--- src/rtl/pmod_input_conditioner.sv ---
// PMOD input front end: two-flop synchroniser, per-channel debounce counter,
// and registered rise/fall strobes for every channel.
module pmod_input_conditioner #(
    parameter int N               = 4,
    parameter int DEBOUNCE_CYCLES = 120000
) (
    input  logic         clk,
    input  logic         rst,
    input  logic [N-1:0] pmod_in,
    output logic [N-1:0] stable_out,
    output logic [N-1:0] rise_pulse,
    output logic [N-1:0] fall_pulse,
    output logic         any_change
);

    localparam int CW = $clog2(DEBOUNCE_CYCLES + 1);
    localparam logic [CW-1:0] CNT_LAST = CW'(DEBOUNCE_CYCLES - 1);

    logic [N-1:0]  sync1_q,  sync1_d;
    logic [N-1:0]  sync2_q,  sync2_d;
    logic [N-1:0]  stable_q, stable_d;
    logic [N-1:0]  rise_q,   rise_d;
    logic [N-1:0]  fall_q,   fall_d;
    logic          any_q,    any_d;
    logic [CW-1:0] cnt_q [N];
    logic [CW-1:0] cnt_d [N];

    // A channel only commits a new level once sync2 has disagreed with it for
    // DEBOUNCE_CYCLES consecutive edges; any agreement restarts the count.
    always_comb begin
        sync1_d  = pmod_in;
        sync2_d  = sync1_q;
        stable_d = stable_q;
        rise_d   = '0;
        fall_d   = '0;
        for (int i = 0; i < N; i++) begin
            cnt_d[i] = '0;
            if (sync2_q[i] != stable_q[i]) begin
                if (cnt_q[i] == CNT_LAST) begin
                    stable_d[i] = sync2_q[i];
                    rise_d[i]   = sync2_q[i];
                    fall_d[i]   = ~sync2_q[i];
                end else begin
                    cnt_d[i] = cnt_q[i] + CW'(1);
                end
            end
        end
        any_d = |(rise_d | fall_d);
    end

    always_ff @(posedge clk) begin
        if (rst) begin
            sync1_q  <= '0;
            sync2_q  <= '0;
            stable_q <= '0;
            rise_q   <= '0;
            fall_q   <= '0;
            any_q    <= 1'b0;
            for (int i = 0; i < N; i++) begin
                cnt_q[i] <= '0;
            end
        end else begin
            sync1_q  <= sync1_d;
            sync2_q  <= sync2_d;
            stable_q <= stable_d;
            rise_q   <= rise_d;
            fall_q   <= fall_d;
            any_q    <= any_d;
            for (int i = 0; i < N; i++) begin
                cnt_q[i] <= cnt_d[i];
            end
        end
    end

    assign stable_out = stable_q;
    assign rise_pulse = rise_q;
    assign fall_pulse = fall_q;
    assign any_change = any_q;

endmodule

--- config.mk ---
export PLATFORM = sky130hd
export DESIGN_NAME = pmod_input_conditioner
export DESIGN_NICKNAME = d
export VERILOG_FILES = /design/src/rtl/pmod_input_conditioner.sv
export SDC_FILE = /design/constraint.sdc
export NUM_CORES = 1
export LEC_CHECK = 0
export CAP_MARGIN = 20
export CORE_MARGIN = 2
export CORE_UTILIZATION = 50
export CTS_BUF_LIST = sky130_fd_sc_hd__clkbuf_4 sky130_fd_sc_hd__clkbuf_8
export CTS_CLUSTER_SIZE = 30
export DETAILED_ROUTE_END_ITERATION = 10
export PLACE_DENSITY = 0.66
export SLEW_MARGIN = 25
export SYNTH_ARGS = -nofsm -noshare
export SYNTH_HDL_FRONTEND = slang
export SYNTH_SLANG_ARGS = --single-unit
--- constraint.sdc ---
create_clock -name clk -period 4.2 [get_ports clk]
set_clock_uncertainty 0.1 [all_clocks]
set_input_delay 0.63 -clock clk [delete_from_list [all_inputs] [get_ports clk]]
set_output_delay 0.63 -clock clk [all_outputs]
set_load 0.05 [all_outputs]
== After elaboration in Yosys (flattened, before gate mapping) ==
Memories as Yosys holds them, arrays and structs flattened.
Cells that the tools add are included.

* $add $sub $neg: 4
* Equal/unequal tests: 8
* Multiplexer cells: 31
* Bitwise gates (word level): 9
* Reductions and logical operators: 5

{| class="wikitable"
|+ Operator list
! cell !! count
|-
| $mux W17 || 12
|-
| $add A17 B1 Y17 const B || 4
|-
| $eq A17 B17 Y1 const B || 4
|-
| $mux W1 || 19
|-
| $reduce_and A2 Y1 || 4
|-
| $ne A1 B1 Y1 || 4
|-
| $not A1 Y1 || 4
|-
| $or A1 B1 Y1 || 4
|-
| $or A4 B4 Y4 || 1
|-
| $reduce_or A4 Y1 || 1
|}

* Register bits: 21
* RAM bits: 68
* Input bits: 6
* Memories kept: 1

{| class="wikitable"
|+ Memories
! memory !! words !! bits a word !! rd ports !! clocked after Yosys merged registers in !! write ports !! RTL line !! source
|-
| cnt_q || 4 || 17 || 4 || 0 || 4 || 25 || <nowiki>logic [CW-1:0] cnt_q [N];</nowiki>
|}

== Depth between registers and ports, before layout ==
Gate-level depths: netlist of run 1.

* Word-level depth: 5
* Gate-level depth with buffers: 8

== Worst setup path after synthesis of run 1 ==
OpenSTA, ideal clock, no wires.

* Path type: reg-to-reg
* Start point: memory cnt_q[3][0] (netlist bit)
* End point: register stable_q[3], in the netlist stable_out[3]
* Arrival time: 1.890 ns
* Required time: 4.030 ns
* Slack: 2.140 ns
* Cell stages (with the launch flop): 8
* Period minus slack after synthesis: 2.060 ns
* Path through: dfxtp_1 ha_1 buf_6 nand2_4 or4b_1 buf_2 or4_1 a21oi_1

{| class="wikitable"
|+ RTL lines
! element !! RTL line !! source
|-
| start: declaration || 25 ||
|-
| end signal: assignment || 65 || <nowiki>stable_q <= stable_d;</nowiki>
|-
| end: declaration || 21 || <nowiki>logic [N-1:0] stable_q, stable_d;</nowiki>
|}

==> reports/metrics.cfg, run 1 <==
[synth]
synth-seq-area-share_pct=47.5
synth_area_sq_um=3750
synth_area_per_cell_sq_um=8.94
synthMuxAreaShare_pct=0.267
synth_top_family_by_area=simple AND/OR/NAND/NOR gates
syn-num-nets=430
yosys.area_share.adder_pct=1.33
ys_ff_latch=89
synth_top_area_cell=dfxtp_1
synth_top_area_share_pct=47.5
synth_compound_area_share_pct=3.70
synth-async-reset-ratio_pct=0
synth_ff_type=dfxtp_1
synth_edf_count=0
synth_cells=420
yosys_warnings=0
synth-xor-area-share_pct=13.5
synthSimpleGateAreaFrac_pct=30.4
ys_top_cells_by_count=dfxtp_1 (89), nor2_1 (76), xnor2_1 (35), nand4_1 (24), xor2_1 (23)
yosysMostFrequentCell=dfxtp_1
synth_area_leaders=dfxtp_1 (47%), xnor2_1 (8.2%), nor2_1 (7.6%)
synth.distinct_cells=40

[cts]
clkLatencyLatePin_ns=0.35
cts_hold_buf=0
postCtsSetupBuffers=0
clk_pin_slew_ns=0.08
cts-root-buf=clkbuf_8
cts_max_path_buffers=2
postCtsResizedCells=0
clock-sinks=89
numCtsBuffers=9
htree_num_levels=3
tritoncts=built

[power]
cellLeakagePower_uw=0.00126
ir_drop_uv=149
cellPowerDensity_nw_per_um2=349

[worst_setup_path]
worstSetupStartpoint=cnt_q[3][0]
critPathKind=reg2reg
worstRegToRegCells=5
crit_fanout=17
crit-reg2reg-launch=cnt_q[3][0]
end_kind=flop
crit_required_ns=4.31
worstSetupStartpointType=flop
cp.arrival_ns=2.46

[drt]
vias=2836
drc=0
routed_via_density=5.24
routed_wl_mm=6.59
wl_per_cell_microns=12.2
postRouteAntennaNets=0
drtIter0Drc=89
drtPass1Iterations=4

[floorplan]
io_pins=19
die_area_sq_um=8220
design.core.area_sq_um=7250
die_width_microns=90.7
die_y_microns=90.7
rows=31
start_util_pct=51.8

[global_route]
grt_pass1_vias=2621
grt_pass1_wl_mm=11.8
antenna_found_initial=0
grt_usage_pct=17.5
grt-ovfl-total=0
grt_max_degree=25

[sta]
grt_setup_unrepaired=false
drv_slew=0
setup_viol=0
period_share_pct=55.9
finalHoldViolCount=0
maxSlewHeadroom_pct=53.2
period_minus_slack_ns=2.35
max_freq_mhz=426
worst_slew_pin_slew_ns=0.702
tns_ns=0

[layout]
seqCellArea_sq_um=1780
instances_no_fill=541
drive_gt1_share_pct=5.43
n_antenna_cell=0
fill_cells=670
syn2layout_area_growth_pct=12.1
final_nets=448
multi_input_area_sq_um=1850

[min_path]
min_path_cells=1
min-delay-start=sync1_q[0]
hold_path.class=reg2reg

[place]
hpwl_mm=4.64
port_buffers=18
gp_congestion=0.787
place_inst=526

[run]
maxCapViolCount=0

[status]
outcome=finished clean

-- cell type report --
type                    instances  share of cell area [%]
clock buffers                  13                    3.95
clock inverters                 2                   0.892
inverters                      16                    1.43
multi-input cells             303                    44.0
flip-flops and latches         89                    42.3
well taps                      99                    2.94
repair buffers                 19                    4.46
-- routing by layer --
layer  wire (microns)  track usage [%]  vias to the layer above
met5                0                0                        -
met4               99             7.31                        0
met3              267             4.26                       10
met2             3000             27.9                       45
met1             3220             22.8                     1291
li1                 -                -                     1490
-- registers in the layout (all words and copies together), names as in the netlist --
signal and count:
cnt_q 68, rise_pulse 4, fall_pulse 4, any_change 1, sync1_q 4, stable_out 4
sync2_q 4
-- cells in the final DEF (no fill, tap or decap), drive strengths merged --
cell type       n
o41ai           1
o2111ai         1
a311o           1
nor2b           8
and2            5
nor4bb          3
and3            4
or4             7
nand3b          1
nand3          22
or3             3
inv            16
bufinv          1
xnor2          35
o31ai           2
or4b            1
nor3           12
and2b           1
nor2           76
clkbuf         13
nor4           16
clkinvlp        1
or3b            1
buf             1
a31o            1
nand2b          2
mux2i           1
nand2          22
clkdlybuf4s50  18
ha              4
o21ai           8
a21oi           8
dfxtp          89
nand4          24
nor4b           5
xor2           23
and4            5
-- power by group --
part	leakage, uW	switching, uW	internal, uW	total [uW]
Clock	0.000103	280	318	598
Combinational	0.000441	11.5	9.46	21.0
Sequential	0.000719	3.00	848	851
Total	0.00126	295	1180	1470
-- critical path: stages, from the launching register on --
cell	delay, ns
dfxtp_1	0.38
ha_1	0.39
nand2_4	0.07
or4b_1	0.58
o21ai_2	0.59
nor2_1	0.11
-- final timing paths --
check                endpoint  slack (ns)
hold / removal     sync2_q[0]        0.34
setup reg to reg  cnt_q[3][4]        1.85
hold reg to reg    sync2_q[0]        0.34
setup / recovery  cnt_q[3][4]        1.85
-- stage by stage --
| step | util, % | instance area (sq um) | hold WS [ns] | worst slack, ns | total power [uW] |
|---|---|---|---|---|---|
| global placement | 55.1 | 4000 | 0.317 | 1.82 | 891 |
| global route | 58.0 | 4210 | 0.369 | 1.66 | 1530 |
| finish | 58.0 | 4210 | 0.341 | 1.85 | 1470 |
| detailed placement | 55.2 | 4000 | 0.325 | 1.81 | 892 |
| CTS | 58.0 | 4210 | 0.344 | 1.80 | 1490 |
| floorplan | - | 3750 | 0.314 | 2.14 | 884 |
-- logic make-up after synthesis --
| kind of cell | count (synthesis) |
|---|---|
| fa+ha+maj | 4 |
| simple gates | 218 |
| mux | 1 |
| flops | 89 |
| compound gates | 22 |
| buf+inv | 28 |
| xor+xnor | 58 |
Power figures use the tool's default switching activity.
==> inputs of run 2 (changes only) <==
==> constraint.sdc (replaced) <==
create_clock -name clk -period 2.3 [get_ports clk]
set_clock_uncertainty 0.1 [all_clocks]
set_input_delay 0.345 -clock clk [delete_from_list [all_inputs] [get_ports clk]]
set_output_delay 0.345 -clock clk [all_outputs]
set_load 0.05 [all_outputs]
==> reports/metrics.cfg, run 2 (synthesis gave the netlist of run 1 again) <==
[status]
outcome=finished clean

[cts]
postCtsResizedCells=0  ; unchanged
cts_hold_buf=0  ; unchanged
clkLatencyLatePin_ns=0.35  ; about the same
postCtsSetupBuffers=0  ; unchanged
numCtsBuffers=9  ; unchanged
cts_max_path_buffers=2  ; unchanged
tritoncts=built
clock-sinks=89  ; unchanged
cts-root-buf=clkbuf_8
clk_pin_slew_ns=0.08  ; about the same
htree_num_levels=3  ; unchanged

[global_route]
grt_max_degree=20  ; -20%
grt-ovfl-total=0  ; unchanged
grt_usage_pct=17.3  ; -0.22 points
grt_pass1_vias=2678  ; +2.2%
grt_pass1_wl_mm=11.8  ; unchanged
antenna_found_initial=0  ; unchanged

[worst_setup_path]
critPathKind=reg2reg
crit_fanout=6  ; -11
cp.arrival_ns=2.31  ; -0.15 ns
worstSetupStartpointType=flop
end_kind=flop
crit_path_top_delay_cell=or4b_1
critPathTopFamily=simple AND/OR/NAND/NOR gates
cpPeakStageDelay_ns=0.57  ; -0.02 ns
worst-path-buf-inv=0  ; unchanged
crit_required_ns=2.47  ; -1.84 ns
path_cells=ha_1 -> nand2_4 -> or4b_1 -> or4_1 -> a21oi_1

[layout]
fill_cells=678  ; +1.2%
final_cell_mix=dfxtp_1 (89), nor2_1 (76), xnor2_1 (35)
final_nets=459  ; +2.5%
largest_reg_flops=68  ; unchanged
syn2layout_area_growth_pct=15.0
n_antenna_cell=0  ; unchanged
final_common_cell=dfxtp_1
drive_gt1_share_pct=7.71  ; +2.3 points
regMostFlops=cnt_q
utilization_pct=59.5  ; +1.5 points

[sta]
maxSlewHeadroom_pct=66.5  ; +13 points
period_share_pct=93.3  ; +37 points
hold_ws_ns=0.345  ; +0.00365 ns
max_freq_mhz=466  ; +9.5%
worst_slew_pin_slew_ns=0.501  ; -0.202 ns
setup_ws_ns=0.155  ; -1.70 ns
tns_ns=0  ; unchanged
period_minus_slack_ns=2.15  ; -0.203 ns
finalHoldViolCount=0  ; unchanged
drv_slew=0  ; unchanged
grt_setup_unrepaired=false
setup_viol=0  ; unchanged

[floorplan]
design.core.area_sq_um=7250  ; unchanged
start_util_pct=51.8  ; unchanged
io_pins=19  ; unchanged
die_y_microns=90.7  ; unchanged
rows=31  ; unchanged
die_width_microns=90.7  ; unchanged
die_area_sq_um=8220  ; unchanged

[drt]
postRouteAntennaNets=0  ; unchanged
vias=2871  ; +1.2%
drtPass1Iterations=4  ; unchanged
wl_per_cell_microns=12.2  ; +0.56%
routed_wl_mm=6.77  ; +2.8%
drtIter0Drc=66  ; -26%
drc=0  ; unchanged
routed_via_density=5.19  ; -0.96%

[place]
hpwl_mm=4.75  ; +2.6%
gp_congestion=0.790  ; +0.47%
pre_cts_ws_ns=0.215  ; -1.59 ns
port_buffers=18  ; unchanged

[power]
ir_drop_uv=350  ; +130%
cellPowerDensity_nw_per_um2=648  ; +86%
cellLeakagePower_uw=0.00132  ; +4.7%

[min_path]
hold_path.class=reg2reg

[run]
maxCapViolCount=0  ; unchanged

-- run 2: cell count changes in the layout (fill, tap and decap cells not counted), sizes merged --
| cell | change |
|---|---|
| clkbuf | -1 |
| clkinvlp | +1 |
| buf | +11 |
| bufinv | +1 |
-- run 2: cell type report --
class / instances / area [sq um] / area share (%)
Timing Repair Buffer: 30 / 270 / 6.26
Tap cell: 99 / 124 / 2.87
Clock inverter: 4 / 75.1 / 1.74
Multi-Input combinational cell: 303 / 1850 / 42.8
Inverter: 16 / 60.1 / 1.39
Clock buffer: 12 / 159 / 3.68
Sequential cell: 89 / 1780 / 41.3
-- run 2: power breakdown --
part	switching [uW]	internal [uW]	leakage, uW
registers	5.46	1550	0.000719
clock network	519	683	0.000112
logic	22.6	20.5	0.000491
-- run 2: worst paths after layout --
kind               startpoint       endpoint  slack [ns]  cells after the start
hold / removal     sync1_q[1]     sync2_q[1]        0.35                      1
hold reg to reg    sync1_q[1]     sync2_q[1]        0.35                      1
setup reg to reg  cnt_q[3][0]  stable_out[3]        0.15                      5
setup / recovery  cnt_q[3][0]  stable_out[3]        0.15                      5
-- run 2: through the flow --
stage | total power [uW] | std cells | instance area, sq um
floorplan | 1610 | 420 | 3750
global placement | 1630 | 537 | 4080
detailed placement | 1630 | 537 | 4080
CTS | 2830 | 553 | 4320
global route | 2910 | 553 | 4320
finish | 2800 | 553 | 4320
-- run 2: metal layers --
layer  GRT usage, %  vias up  wire, microns
li1               -     1511              -
met3           5.26        8            207
met1           21.7     1330           3310
met4           5.00        0             83
met2           28.8       22           3170
met5              0        -              0
-- run 2: worst register-to-register path, delay by kind of cell, from the launching register on --
| family | cells | cell delay, ns |
|---|---|---|
| DFF | 1 | 0.39 |
| and+or+nand+nor | 3 | 1.16 |
| AOI/OAI and AO/OA | 1 | 0.18 |
| adders and majority gates | 1 | 0.23 |
==> inputs of run 3 (changes only) <==
==> constraint.sdc (replaced) <==
create_clock -name clk -period 2.3 [get_ports clk]
set_clock_uncertainty 0.1 [all_clocks]
set_input_delay 0.46 -clock clk [delete_from_list [all_inputs] [get_ports clk]]
set_output_delay 0.46 -clock clk [all_outputs]
set_load 0.05 [all_outputs]
==> reports/metrics.cfg, run 3 (synthesis gave the netlist of run 1 again) <==
[layout]
n_antenna_cell=0  ; unchanged
largest_reg_flops=68  ; unchanged
final_nets=457  ; -0.44%
final_cell_mix=dfxtp_1 (89), nor2_1 (76), xnor2_1 (35)
regMostFlops=cnt_q
syn2layout_area_growth_pct=16.5
drive_gt1_share_pct=7.30  ; -0.41 points
final_common_cell=dfxtp_1
instances_no_fill=551  ; -0.36%

[drt]
drtIter0Drc=99  ; +50%
vias=2872  ; +0.035%
drtPass1Iterations=4  ; unchanged
routed_wl_mm=6.79  ; +0.27%
routed_via_density=5.21  ; +0.40%
drc=0  ; unchanged
wl_per_cell_microns=12.3  ; +0.63%
postRouteAntennaNets=0  ; unchanged

[sta]
finalHoldViolCount=0  ; unchanged
worst_slew_pin_slew_ns=0.503  ; +0.00222 ns
tns_ns=0  ; unchanged
period_share_pct=94.8  ; +1.5 points
period_minus_slack_ns=2.18  ; +0.0339 ns
max_freq_mhz=459  ; -1.6%
grt_setup_unrepaired=false
drv_slew=0  ; unchanged
maxSlewHeadroom_pct=66.4  ; -0.15 points
setup_viol=0  ; unchanged

[floorplan]
rows=31  ; unchanged
design.core.area_sq_um=7250  ; unchanged
start_util_pct=51.8  ; unchanged
io_pins=19  ; unchanged
die_width_microns=90.7  ; unchanged
die_y_microns=90.7  ; unchanged
die_area_sq_um=8220  ; unchanged

[worst_setup_path]
crit-reg2reg-launch=cnt_q[3][0]
worstReg2RegEnd=stable_out[3]
path_cells=clkdlybuf4s50_1
end_kind=output port
worst-path-buf-inv=1  ; +1
critPathKind=reg2out
cpPeakStageDelay_ns=0.84  ; +0.27 ns
crit_fanout=5  ; -1
crit_required_ns=1.74  ; -0.73 ns
cp.arrival_ns=1.62  ; -0.69 ns
timing.reg2reg.setup_slack_ns=0.17  ; +0.02 ns
worstRegToRegCells=5  ; unchanged
worstSetupStartpointType=flop
crit_path_top_delay_cell=clkdlybuf4s50_1
critPathTopFamily=buffers and inverters
cp.depth=1  ; -4

[min_path]
min-delay-start=sync1_q[3]
hold_path.class=reg2reg
min_to=sync2_q[3]
min_path_cells=1  ; unchanged

[run]
maxCapViolCount=0  ; unchanged

[global_route]
grt_usage_pct=18.1  ; +0.76 points
grt_pass1_wl_mm=12.2  ; +3.3%
grt_max_degree=25  ; +25%
grt-ovfl-total=0  ; unchanged
grt_pass1_vias=2726  ; +1.8%
antenna_found_initial=0  ; unchanged

[place]
gp_congestion=0.792  ; +0.24%
place_inst=535  ; -0.37%
port_buffers=18  ; unchanged
hpwl_mm=4.73  ; -0.43%

[cts]
postCtsResizedCells=0  ; unchanged
clk_pin_slew_ns=0.09  ; about the same
clock-sinks=89  ; unchanged
cts-root-buf=clkbuf_8
clkLatencyLatePin_ns=0.36  ; about the same
tritoncts=built
postCtsSetupBuffers=0  ; unchanged
cts_hold_buf=0  ; unchanged
cts_max_path_buffers=2  ; unchanged
numCtsBuffers=9  ; unchanged
htree_num_levels=3  ; unchanged

[power]
fin_total_pwr_uw=3140  ; +12%
swShare_pct=18.7  ; -0.81 points
p_int_uw=2550  ; +13%
ir_drop_uv=306  ; -12%
power_frac_seq_pct=49.4  ; -6.1 points
cellPowerDensity_nw_per_um2=718  ; +11%
p_switching_uw=589  ; +7.6%
clockPowerShare_pct=49.2  ; +6.2 points
combPwrFrac_pct=1.4  ; about the same
cellLeakagePower_uw=0.00135  ; +2.3%

[status]
outcome=finished clean

-- run 3: cell types whose count changed in the layout (fill, tap and decap cells not counted), sizes merged --
cell / delta
bufinv: +3
buf: -2
clkbuf: -1
clkinvlp: -2
-- run 3: worst max path at each step --
stage | end | slack [ns] | start
after floorplan | stable_out[3] | 0.24 | cnt_q[3][0]
after global placement | stable_out[3] | 0.27 | cnt_q[3][0]
after detailed placement | stable_out[3] | 0.19 | cnt_q[3][0]
after CTS | stable_out[3] | 0.08 | stable_out[3]
after global routing | stable_out[3] | 0.05 | cnt_q[3][0]
final | stable_out[3] | 0.12 | stable_out[3]
-- run 3: routing by layer --
metal	part of all wire (%)	vias to the layer above	GRT usage, %
met2	45	40	28.7
met4	1.7	0	7.69
met5	0	-	0
li1	-	1510	-
met1	50	1313	23.4
met3	3.4	9	4.51
-- run 3: final cells by class --
cell class | instances | area [sq um]
Fill cell | 674 | 2880
Tap cell | 99 | 124
Inverter | 16 | 60.1
Clock buffer | 11 | 145
Clock inverter | 5 | 150
Sequential cell | 89 | 1780
Timing Repair Buffer | 28 | 268
Multi-Input combinational cell | 303 | 1850
-- run 3: power groups by stage --
stage	clock (uW)	combinational [uW]	sequential [uW]
global placement	0	44.4	1590
finish	1550	44.4	1550
floorplan	0	25.8	1590
CTS	1570	45.1	1550
detailed placement	0	44.9	1590
global route	1620	50.2	1560
-- run 3: through the flow --
| stage | setup WS, ns | area [sq um] | utilization (%) | hold slack, ns |
|---|---|---|---|---|
| after CTS | 0.0849 | 4380 | 60.3 | 0.342 |
| after global placement | 0.270 | 4080 | 56.3 | 0.316 |
| final | 0.121 | 4380 | 60.3 | 0.339 |
| after detailed placement | 0.186 | 4080 | 56.3 | 0.322 |
| after floorplan | 0.240 | 3750 | - | 0.314 |
| after global routing | 0.0482 | 4380 | 60.3 | 0.361 |
